===== src/rtl/regfile_rename_pkg.sv =====
// Shared definitions for the rename-aware architectural register file.
package regfile_rename_pkg;

  localparam int unsigned REG_WIDTH  = 5;
  localparam int unsigned DATA_WIDTH = 32;
  localparam int unsigned ROB_WIDTH  = 4;

  typedef logic [REG_WIDTH-1:0]  reg_addr_t;
  typedef logic [DATA_WIDTH-1:0] data_t;
  typedef logic [ROB_WIDTH-1:0]  rob_tag_t;

  localparam reg_addr_t ZERO_REG   = '0;
  localparam rob_tag_t  NO_REORDER = '0;
  localparam logic      TRUE       = 1'b1;
  localparam logic      FALSE      = 1'b0;

  // One architectural register: committed value plus pending-producer tag.
  typedef struct packed {
    data_t    value;
    logic     busy;
    rob_tag_t reorder;
  } reg_entry_t;

  localparam reg_entry_t EMPTY_ENTRY = '{value: '0, busy: FALSE, reorder: NO_REORDER};

endpackage


===== src/rtl/regfile_rename_if.sv =====
// Decoder query/rename and ROB commit/flush signals of the register file.
interface regfile_rename_if;
  import regfile_rename_pkg::*;

  logic      in_rdy;
  logic      in_flush_enable;
  reg_addr_t in_decoder_rs;
  reg_addr_t in_decoder_rt;
  logic      out_decoder_rs_busy;
  rob_tag_t  out_decoder_rs_reorder;
  data_t     out_decoder_rs_value;
  logic      out_decoder_rt_busy;
  rob_tag_t  out_decoder_rt_reorder;
  data_t     out_decoder_rt_value;
  logic      in_decoder_rename_enable;
  reg_addr_t in_decoder_rd;
  rob_tag_t  in_decoder_reorder;
  logic      in_rob_commit_enable;
  reg_addr_t in_rob_commit_rd;
  data_t     in_rob_commit_value;
  rob_tag_t  in_rob_commit_reorder;

  // Decoder/ROB side
  modport master (
    output in_rdy, in_flush_enable, in_decoder_rs, in_decoder_rt,
           in_decoder_rename_enable, in_decoder_rd, in_decoder_reorder,
           in_rob_commit_enable, in_rob_commit_rd, in_rob_commit_value, in_rob_commit_reorder,
    input  out_decoder_rs_busy, out_decoder_rs_reorder, out_decoder_rs_value,
           out_decoder_rt_busy, out_decoder_rt_reorder, out_decoder_rt_value
  );

  // Register file side
  modport slave (
    input  in_rdy, in_flush_enable, in_decoder_rs, in_decoder_rt,
           in_decoder_rename_enable, in_decoder_rd, in_decoder_reorder,
           in_rob_commit_enable, in_rob_commit_rd, in_rob_commit_value, in_rob_commit_reorder,
    output out_decoder_rs_busy, out_decoder_rs_reorder, out_decoder_rs_value,
           out_decoder_rt_busy, out_decoder_rt_reorder, out_decoder_rt_value
  );

endinterface


===== src/rtl/regfile_read_port.sv =====
// Combinational register lookup; x0 always reads as idle zero.
// Optional REGFILE_COMMIT_BYPASS_EN forwards a same-cycle matching commit.
module regfile_read_port
  import regfile_rename_pkg::*;
#(
  parameter int unsigned REG_NUM = 32
) (
  input  reg_entry_t regs_i [REG_NUM],
  input  reg_addr_t  addr_i,
`ifdef REGFILE_COMMIT_BYPASS_EN
  input  logic       commit_en_i,
  input  reg_addr_t  commit_rd_i,
  input  data_t      commit_value_i,
  input  rob_tag_t   commit_reorder_i,
`endif
  output logic       busy_o,
  output rob_tag_t   reorder_o,
  output data_t      value_o
);

  // Select the addressed entry, masking x0 and applying the commit bypass
  always_comb begin
    busy_o    = regs_i[addr_i].busy;
    reorder_o = regs_i[addr_i].reorder;
    value_o   = regs_i[addr_i].value;
`ifdef REGFILE_COMMIT_BYPASS_EN
    if (commit_en_i && (commit_rd_i == addr_i) && (commit_reorder_i == regs_i[addr_i].reorder)) begin
      busy_o    = FALSE;
      reorder_o = NO_REORDER;
      value_o   = commit_value_i;
    end
`endif
    if (addr_i == ZERO_REG) begin
      busy_o    = FALSE;
      reorder_o = NO_REORDER;
      value_o   = '0;
    end
  end

endmodule


===== src/rtl/regfile_rename.sv =====
// Architectural register file with per-register ROB rename tags.
// Optional feature macro: REGFILE_COMMIT_BYPASS_EN (same-cycle commit forwarding).
module regfile_rename
  import regfile_rename_pkg::*;
#(
  parameter int unsigned REG_NUM = 32
) (
  input logic            in_clk,
  input logic            in_rst_n,
  regfile_rename_if.slave bus
);

  reg_entry_t regs_q [REG_NUM];
  reg_entry_t regs_d [REG_NUM];

  // Next state: commit writes value and retires a matching tag; flush clears
  // every tag; otherwise a rename (applied after commit, so it wins) marks busy.
  always_comb begin
    regs_d = regs_q;
    if (bus.in_rob_commit_enable && (bus.in_rob_commit_rd != ZERO_REG)) begin
      regs_d[bus.in_rob_commit_rd].value = bus.in_rob_commit_value;
      if (regs_q[bus.in_rob_commit_rd].busy &&
          (regs_q[bus.in_rob_commit_rd].reorder == bus.in_rob_commit_reorder)) begin
        regs_d[bus.in_rob_commit_rd].busy    = FALSE;
        regs_d[bus.in_rob_commit_rd].reorder = NO_REORDER;
      end
    end
    if (bus.in_flush_enable) begin
      for (int unsigned i = 0; i < REG_NUM; i++) begin
        regs_d[i].busy    = FALSE;
        regs_d[i].reorder = NO_REORDER;
      end
    end else if (bus.in_decoder_rename_enable && (bus.in_decoder_rd != ZERO_REG)) begin
      regs_d[bus.in_decoder_rd].busy    = TRUE;
      regs_d[bus.in_decoder_rd].reorder = bus.in_decoder_reorder;
    end
  end

  // State register: async clear, updates only while globally enabled
  always_ff @(posedge in_clk or negedge in_rst_n) begin
    if (!in_rst_n) begin
      for (int unsigned i = 0; i < REG_NUM; i++) begin
        regs_q[i] <= EMPTY_ENTRY;
      end
    end else if (bus.in_rdy) begin
      regs_q <= regs_d;
    end
  end

  regfile_read_port #(.REG_NUM(REG_NUM)) u_rs_port (
    .regs_i           (regs_q),
    .addr_i           (bus.in_decoder_rs),
`ifdef REGFILE_COMMIT_BYPASS_EN
    .commit_en_i      (bus.in_rob_commit_enable),
    .commit_rd_i      (bus.in_rob_commit_rd),
    .commit_value_i   (bus.in_rob_commit_value),
    .commit_reorder_i (bus.in_rob_commit_reorder),
`endif
    .busy_o           (bus.out_decoder_rs_busy),
    .reorder_o        (bus.out_decoder_rs_reorder),
    .value_o          (bus.out_decoder_rs_value)
  );

  regfile_read_port #(.REG_NUM(REG_NUM)) u_rt_port (
    .regs_i           (regs_q),
    .addr_i           (bus.in_decoder_rt),
`ifdef REGFILE_COMMIT_BYPASS_EN
    .commit_en_i      (bus.in_rob_commit_enable),
    .commit_rd_i      (bus.in_rob_commit_rd),
    .commit_value_i   (bus.in_rob_commit_value),
    .commit_reorder_i (bus.in_rob_commit_reorder),
`endif
    .busy_o           (bus.out_decoder_rt_busy),
    .reorder_o        (bus.out_decoder_rt_reorder),
    .value_o          (bus.out_decoder_rt_value)
  );

endmodule


===== src/flat_wrapper.sv =====
// flat-port wrapper written by rule: the top's interface ports become plain ports
module regfile_rename_flat import regfile_rename_pkg::*;
#(
  parameter int unsigned REG_NUM = 32
)
  (in_clk, in_rst_n, bus_in_rdy, bus_in_flush_enable, bus_in_decoder_rs, bus_in_decoder_rt, bus_in_decoder_rename_enable, bus_in_decoder_rd, bus_in_decoder_reorder, bus_in_rob_commit_enable, bus_in_rob_commit_rd, bus_in_rob_commit_value, bus_in_rob_commit_reorder, bus_out_decoder_rs_busy, bus_out_decoder_rs_reorder, bus_out_decoder_rs_value, bus_out_decoder_rt_busy, bus_out_decoder_rt_reorder, bus_out_decoder_rt_value);
  regfile_rename_if bus_i ();
  input logic in_clk;
  input logic in_rst_n;
  input wire logic [$bits(bus_i.in_rdy)-1:0] bus_in_rdy;
  input wire logic [$bits(bus_i.in_flush_enable)-1:0] bus_in_flush_enable;
  input wire logic [$bits(bus_i.in_decoder_rs)-1:0] bus_in_decoder_rs;
  input wire logic [$bits(bus_i.in_decoder_rt)-1:0] bus_in_decoder_rt;
  input wire logic [$bits(bus_i.in_decoder_rename_enable)-1:0] bus_in_decoder_rename_enable;
  input wire logic [$bits(bus_i.in_decoder_rd)-1:0] bus_in_decoder_rd;
  input wire logic [$bits(bus_i.in_decoder_reorder)-1:0] bus_in_decoder_reorder;
  input wire logic [$bits(bus_i.in_rob_commit_enable)-1:0] bus_in_rob_commit_enable;
  input wire logic [$bits(bus_i.in_rob_commit_rd)-1:0] bus_in_rob_commit_rd;
  input wire logic [$bits(bus_i.in_rob_commit_value)-1:0] bus_in_rob_commit_value;
  input wire logic [$bits(bus_i.in_rob_commit_reorder)-1:0] bus_in_rob_commit_reorder;
  output wire logic [$bits(bus_i.out_decoder_rs_busy)-1:0] bus_out_decoder_rs_busy;
  output wire logic [$bits(bus_i.out_decoder_rs_reorder)-1:0] bus_out_decoder_rs_reorder;
  output wire logic [$bits(bus_i.out_decoder_rs_value)-1:0] bus_out_decoder_rs_value;
  output wire logic [$bits(bus_i.out_decoder_rt_busy)-1:0] bus_out_decoder_rt_busy;
  output wire logic [$bits(bus_i.out_decoder_rt_reorder)-1:0] bus_out_decoder_rt_reorder;
  output wire logic [$bits(bus_i.out_decoder_rt_value)-1:0] bus_out_decoder_rt_value;
  assign bus_i.in_rdy = bus_in_rdy;
  assign bus_i.in_flush_enable = bus_in_flush_enable;
  assign bus_i.in_decoder_rs = bus_in_decoder_rs;
  assign bus_i.in_decoder_rt = bus_in_decoder_rt;
  assign bus_i.in_decoder_rename_enable = bus_in_decoder_rename_enable;
  assign bus_i.in_decoder_rd = bus_in_decoder_rd;
  assign bus_i.in_decoder_reorder = bus_in_decoder_reorder;
  assign bus_i.in_rob_commit_enable = bus_in_rob_commit_enable;
  assign bus_i.in_rob_commit_rd = bus_in_rob_commit_rd;
  assign bus_i.in_rob_commit_value = bus_in_rob_commit_value;
  assign bus_i.in_rob_commit_reorder = bus_in_rob_commit_reorder;
  assign bus_out_decoder_rs_busy = bus_i.out_decoder_rs_busy;
  assign bus_out_decoder_rs_reorder = bus_i.out_decoder_rs_reorder;
  assign bus_out_decoder_rs_value = bus_i.out_decoder_rs_value;
  assign bus_out_decoder_rt_busy = bus_i.out_decoder_rt_busy;
  assign bus_out_decoder_rt_reorder = bus_i.out_decoder_rt_reorder;
  assign bus_out_decoder_rt_value = bus_i.out_decoder_rt_value;
  regfile_rename #(.REG_NUM(REG_NUM)) u_core (.in_clk(in_clk), .in_rst_n(in_rst_n), .bus(bus_i));
endmodule

===== config.mk =====
export PLATFORM = sky130hd
export DESIGN_NAME = regfile_rename_flat
export DESIGN_NICKNAME = d
export VERILOG_FILES = /design/src/rtl/regfile_rename_pkg.sv /design/src/rtl/regfile_rename_if.sv /design/src/rtl/regfile_read_port.sv /design/src/rtl/regfile_rename.sv /design/src/flat_wrapper.sv
export SDC_FILE = /design/constraint.sdc
export NUM_CORES = 2
export LEC_CHECK = 0
export ABC_AREA = 1
export ABC_CLOCK_PERIOD_IN_PS = 4530
export CORE_UTILIZATION = 30
export CTS_CLUSTER_DIAMETER = 30
export CTS_CLUSTER_SIZE = 8
export DETAILED_ROUTE_END_ITERATION = 10
export HOLD_SLACK_MARGIN = 0.02
export MAX_ROUTING_LAYER = met4
export PLACE_DENSITY_LB_ADDON = 0.3
export REMOVE_ABC_BUFFERS = 1
export SLEW_MARGIN = 30
export SYNTH_ARGS = -nofsm -noshare
export SYNTH_HDL_FRONTEND = slang
export SYNTH_HIERARCHICAL = 1
export SYNTH_SLANG_ARGS = --single-unit

===== constraint.sdc =====
create_clock -name in_clk -period 4.53 [get_ports in_clk]
set_input_delay 0.906 -clock in_clk [delete_from_list [all_inputs] [get_ports in_clk]]
set_output_delay 0.906 -clock in_clk [all_outputs]
set_load 0.005 [all_outputs]

==> key figures <==
Run status
  • Status: finished clean

Timing
  • Final Max Tran Viols: 0
  • RSZ-0062 raised after global routing: false
  • Minimum clock period: roughly 4.4 ns
  • Peak Freq: between 0.2 and 0.25 GHz
  • Clk_skew: 0.0285 ns
  • Final number of setup-violating endpoints: 0
  • Final hold viol count: 0
  • Final worst slack: about 0.13 ns
  • Least-Margin Pin Slew: 0.954 ns
  • Slew margin rel.: 0.362
  • Setup TNS: 0 ns
  • Period utilisation layout: 0.971

Synth
  • Library cells used by synthesis: 26
  • Largest area contributor in the netlist: dfrtp_1
  • Syn_area_per_cell: 6.48 µm²
  • Simple-Gate Fraction of Synth Area: 0.428
  • Mapped Area: 0.0716 mm²
  • Cells after synthesis: approximately 11000
  • Top post-synthesis cells by area: dfrtp_1 (41%), nand2_1 (27%), nand3_1 (11%)
  • Synth Area in Compound Gates: 0.0877
  • Mux cell area share after synthesis: 0
  • Warnings from Yosys: 6
  • Synth Area in Adders: 0
  • Largest family of logic cells by synthesized area: simple AND/OR/NAND/NOR gates
  • Xor and xnor area share after synthesis: 0
  • Register area share after synthesis: 0.414
  • Synth top area share: 0.414
  • Synth Register Bits: 1184

CTS
  • Clock buffer depth: 4
  • Reg clk slew, reported paths: 0.04 ns
  • H-tree depth: 5
  • Num CTS Buffers: 332
  • Clk Latency, worst-skew pair: 0.89 ns
  • CTS tree: done
  • Post-CTS Resized: 0
  • Root Buffer: clkbuf_16
  • Num Clock Sinks: 1184

Routing
  • First-iteration detailed-routing DRC count: approximately 8600
  • Pre-antenna DRT Iters: 6
  • Post-route DRC: 0
  • ANT nets after route: 0
  • Routed WL per cell: 20.8 µm
  • Vias per cell: 5.22
  • Drt total wl: 297 mm
  • Vias: 74800

Finish
  • Final net count: ~11000
  • Synth-to-layout area growth: 23.7%
  • Commonest cells after routing, fill and taps aside: nand2_1 (5046), nand3_1 (1588), o21ai_0 (1189)
  • Final core occ: 0.375
  • Commonest non-fill, non-tap cell in the layout: nand2_1
  • Layout cells sized above 1: 0.0850
  • Finished Cell Area: 0.0885 mm²

Power and ir drop
  • Max rail drop VDD: 0.457 mV
  • Seq pwr share: 0.309
  • Power Total: approximately 41 mW
  • Internal Power: approximately 30 mW
  • Leak Pwr: 41.3 nW
  • Psw: 11.3 mW
  • Clk pwr share: 0.566
  • Pwr dens: approximately 470 mW/mm²
  • Logic pwr share: 0.125
  • Sw frac: 0.273

GRT
  • Initial antenna violation count: 1
  • Largest net degree at the start of global routing: 156
  • Vias in the first global route: between 60000 and 70000
  • First-pass GRT wire length: 450 mm
  • Total Routing Usage GR: 0.247
  • Global route total overflow: 0

Placement
  • DP Worst Slack: 0.291 ns
  • Placed inst area: slightly below 0.08 mm²
  • Port Buffer Count: 139
  • Detailed placer's ending HPWL: 173 mm
  • Routability congestion estimate: 0.901

Floorplan
  • Core ar.: 0.236 mm²
  • Row cnt: approximately 180
  • Chip width: slightly below 500 µm
  • DIE AREA: 0.241 mm²
  • Die height: about 490 µm
  • Initial Util: 0.303
  • Ports: 140

Critical path
  • Worst Setup Start Kind: input port
  • Crit Path Class: in2out
  • Crit path max fanout: 67
  • Arrival @ worst endpoint: 3.49 ns
  • Worst setup EP type: output pin
  • Worst path required time: 3.62 ns

Min path
  • Worst min path class: reg2reg

Job
  • Maxcap violations: 0
cell usage after synthesis (all sizes together):
library cell	instances
buf	394
o21ai	1237
o21bai	3
inv	234
a21oi	11
nand3	1590
nor3	24
clkinv	2
clkbuf	516
nand3b	1
nor4	6
nand2	5078
dfrtp	1184
nand4	38
nor2	729
o21a	1
cell families (layout without fill, tap and decap cells):
family | after synthesis | after routing
compound gates | 1252 | 1252
buf+inv | 1146 | 1268
flops | 1184 | 1184
other cells | 0 | 1
simple gates | 7466 | 7466
critical path, stage by stage:
cell,delay [ns]
buf_8,0.16
clkinv_16,0.25
buf_12,0.26
buf_12,0.22
nand2_1,0.07
nand3_1,0.07
nand3_1,0.12
nand2_1,0.12
nand2_1,0.06
nand3_1,0.17
nand2_1,0.08
nor2_1,0.32
clkdlybuf4s50_1,0.58
path summary, 6_finish.rpt:
| path | from | to | slack (ns) | cells after the start |
|---|---|---|---|---|
| worst max-delay path | bus_in_decoder_rs[0] | bus_out_decoder_rs_reorder[1] | 0.13 | 13 |
| worst min-delay path | flip-flop | flip-flop | 0.40 | 0 |
| max in group asynchronous | in_rst_n | asynchronous set/reset pin | 2.52 | 3 |
| worst max register to register | u_core/regs_q[225] | u_core/regs_q[1114] | 1.83 | 17 |
| min in group asynchronous | in_rst_n | asynchronous set/reset pin | 0.54 | 2 |
| worst min register to register | flip-flop | flip-flop | 0.40 | 0 |
repair_timing:
action                                 CTS  global route
setup buffers                            0             0
endpoints found under the hold margin   71             0
setup endpoints to repair                0             0
hold buffers                             1             0
routing by layer:
layer	GRT usage	vias up	wire, µm
met3	0.0409	727	25000
met5	-	-	0
met1	0.329	35400	129000
li1	-	35200	-
met4	0.0972	0	11600
met2	0.373	3431	132000
power groups by stage:
| stage | clock, mW | sequential, mW | combinational [mW] |
|---|---|---|---|
| 2_1_floorplan | 0 | 12.6 | 2.88 |
| 3_3_place_gp | 0 | 12.9 | 5.02 |
| 3_5_place_dp | 0 | 12.9 | 5.08 |
| 4_1_cts | 23.6 | 12.7 | 5.10 |
| 5_1_grt | 24.2 | 12.9 | 5.75 |
| 6_report | 23.4 | 12.8 | 5.14 |
per-stage QoR:
step / std cells / hold slack [ns]
after global placement: 13700 / 0.390
final: 14300 / 0.396
after CTS: 14300 / 0.398
after global routing: 14300 / 0.407
after floorplan: 10100 / 0.374
after detailed placement: 13700 / 0.390
cell type report:
type | instances | area [µm²]
Timing Repair Buffer | 451 | 5640
Clock inverter | 140 | 1760
Tap cell | 3150 | 3940
Antenna cell | 1 | 2.50
Clock buffer | 441 | 9410
Multi-Input combinational cell | 8718 | 37200
Inverter | 236 | 983
Fill cell | 24900 | 148000
Sequential cell | 1184 | 29600
(Power assumes the default switching activity.)
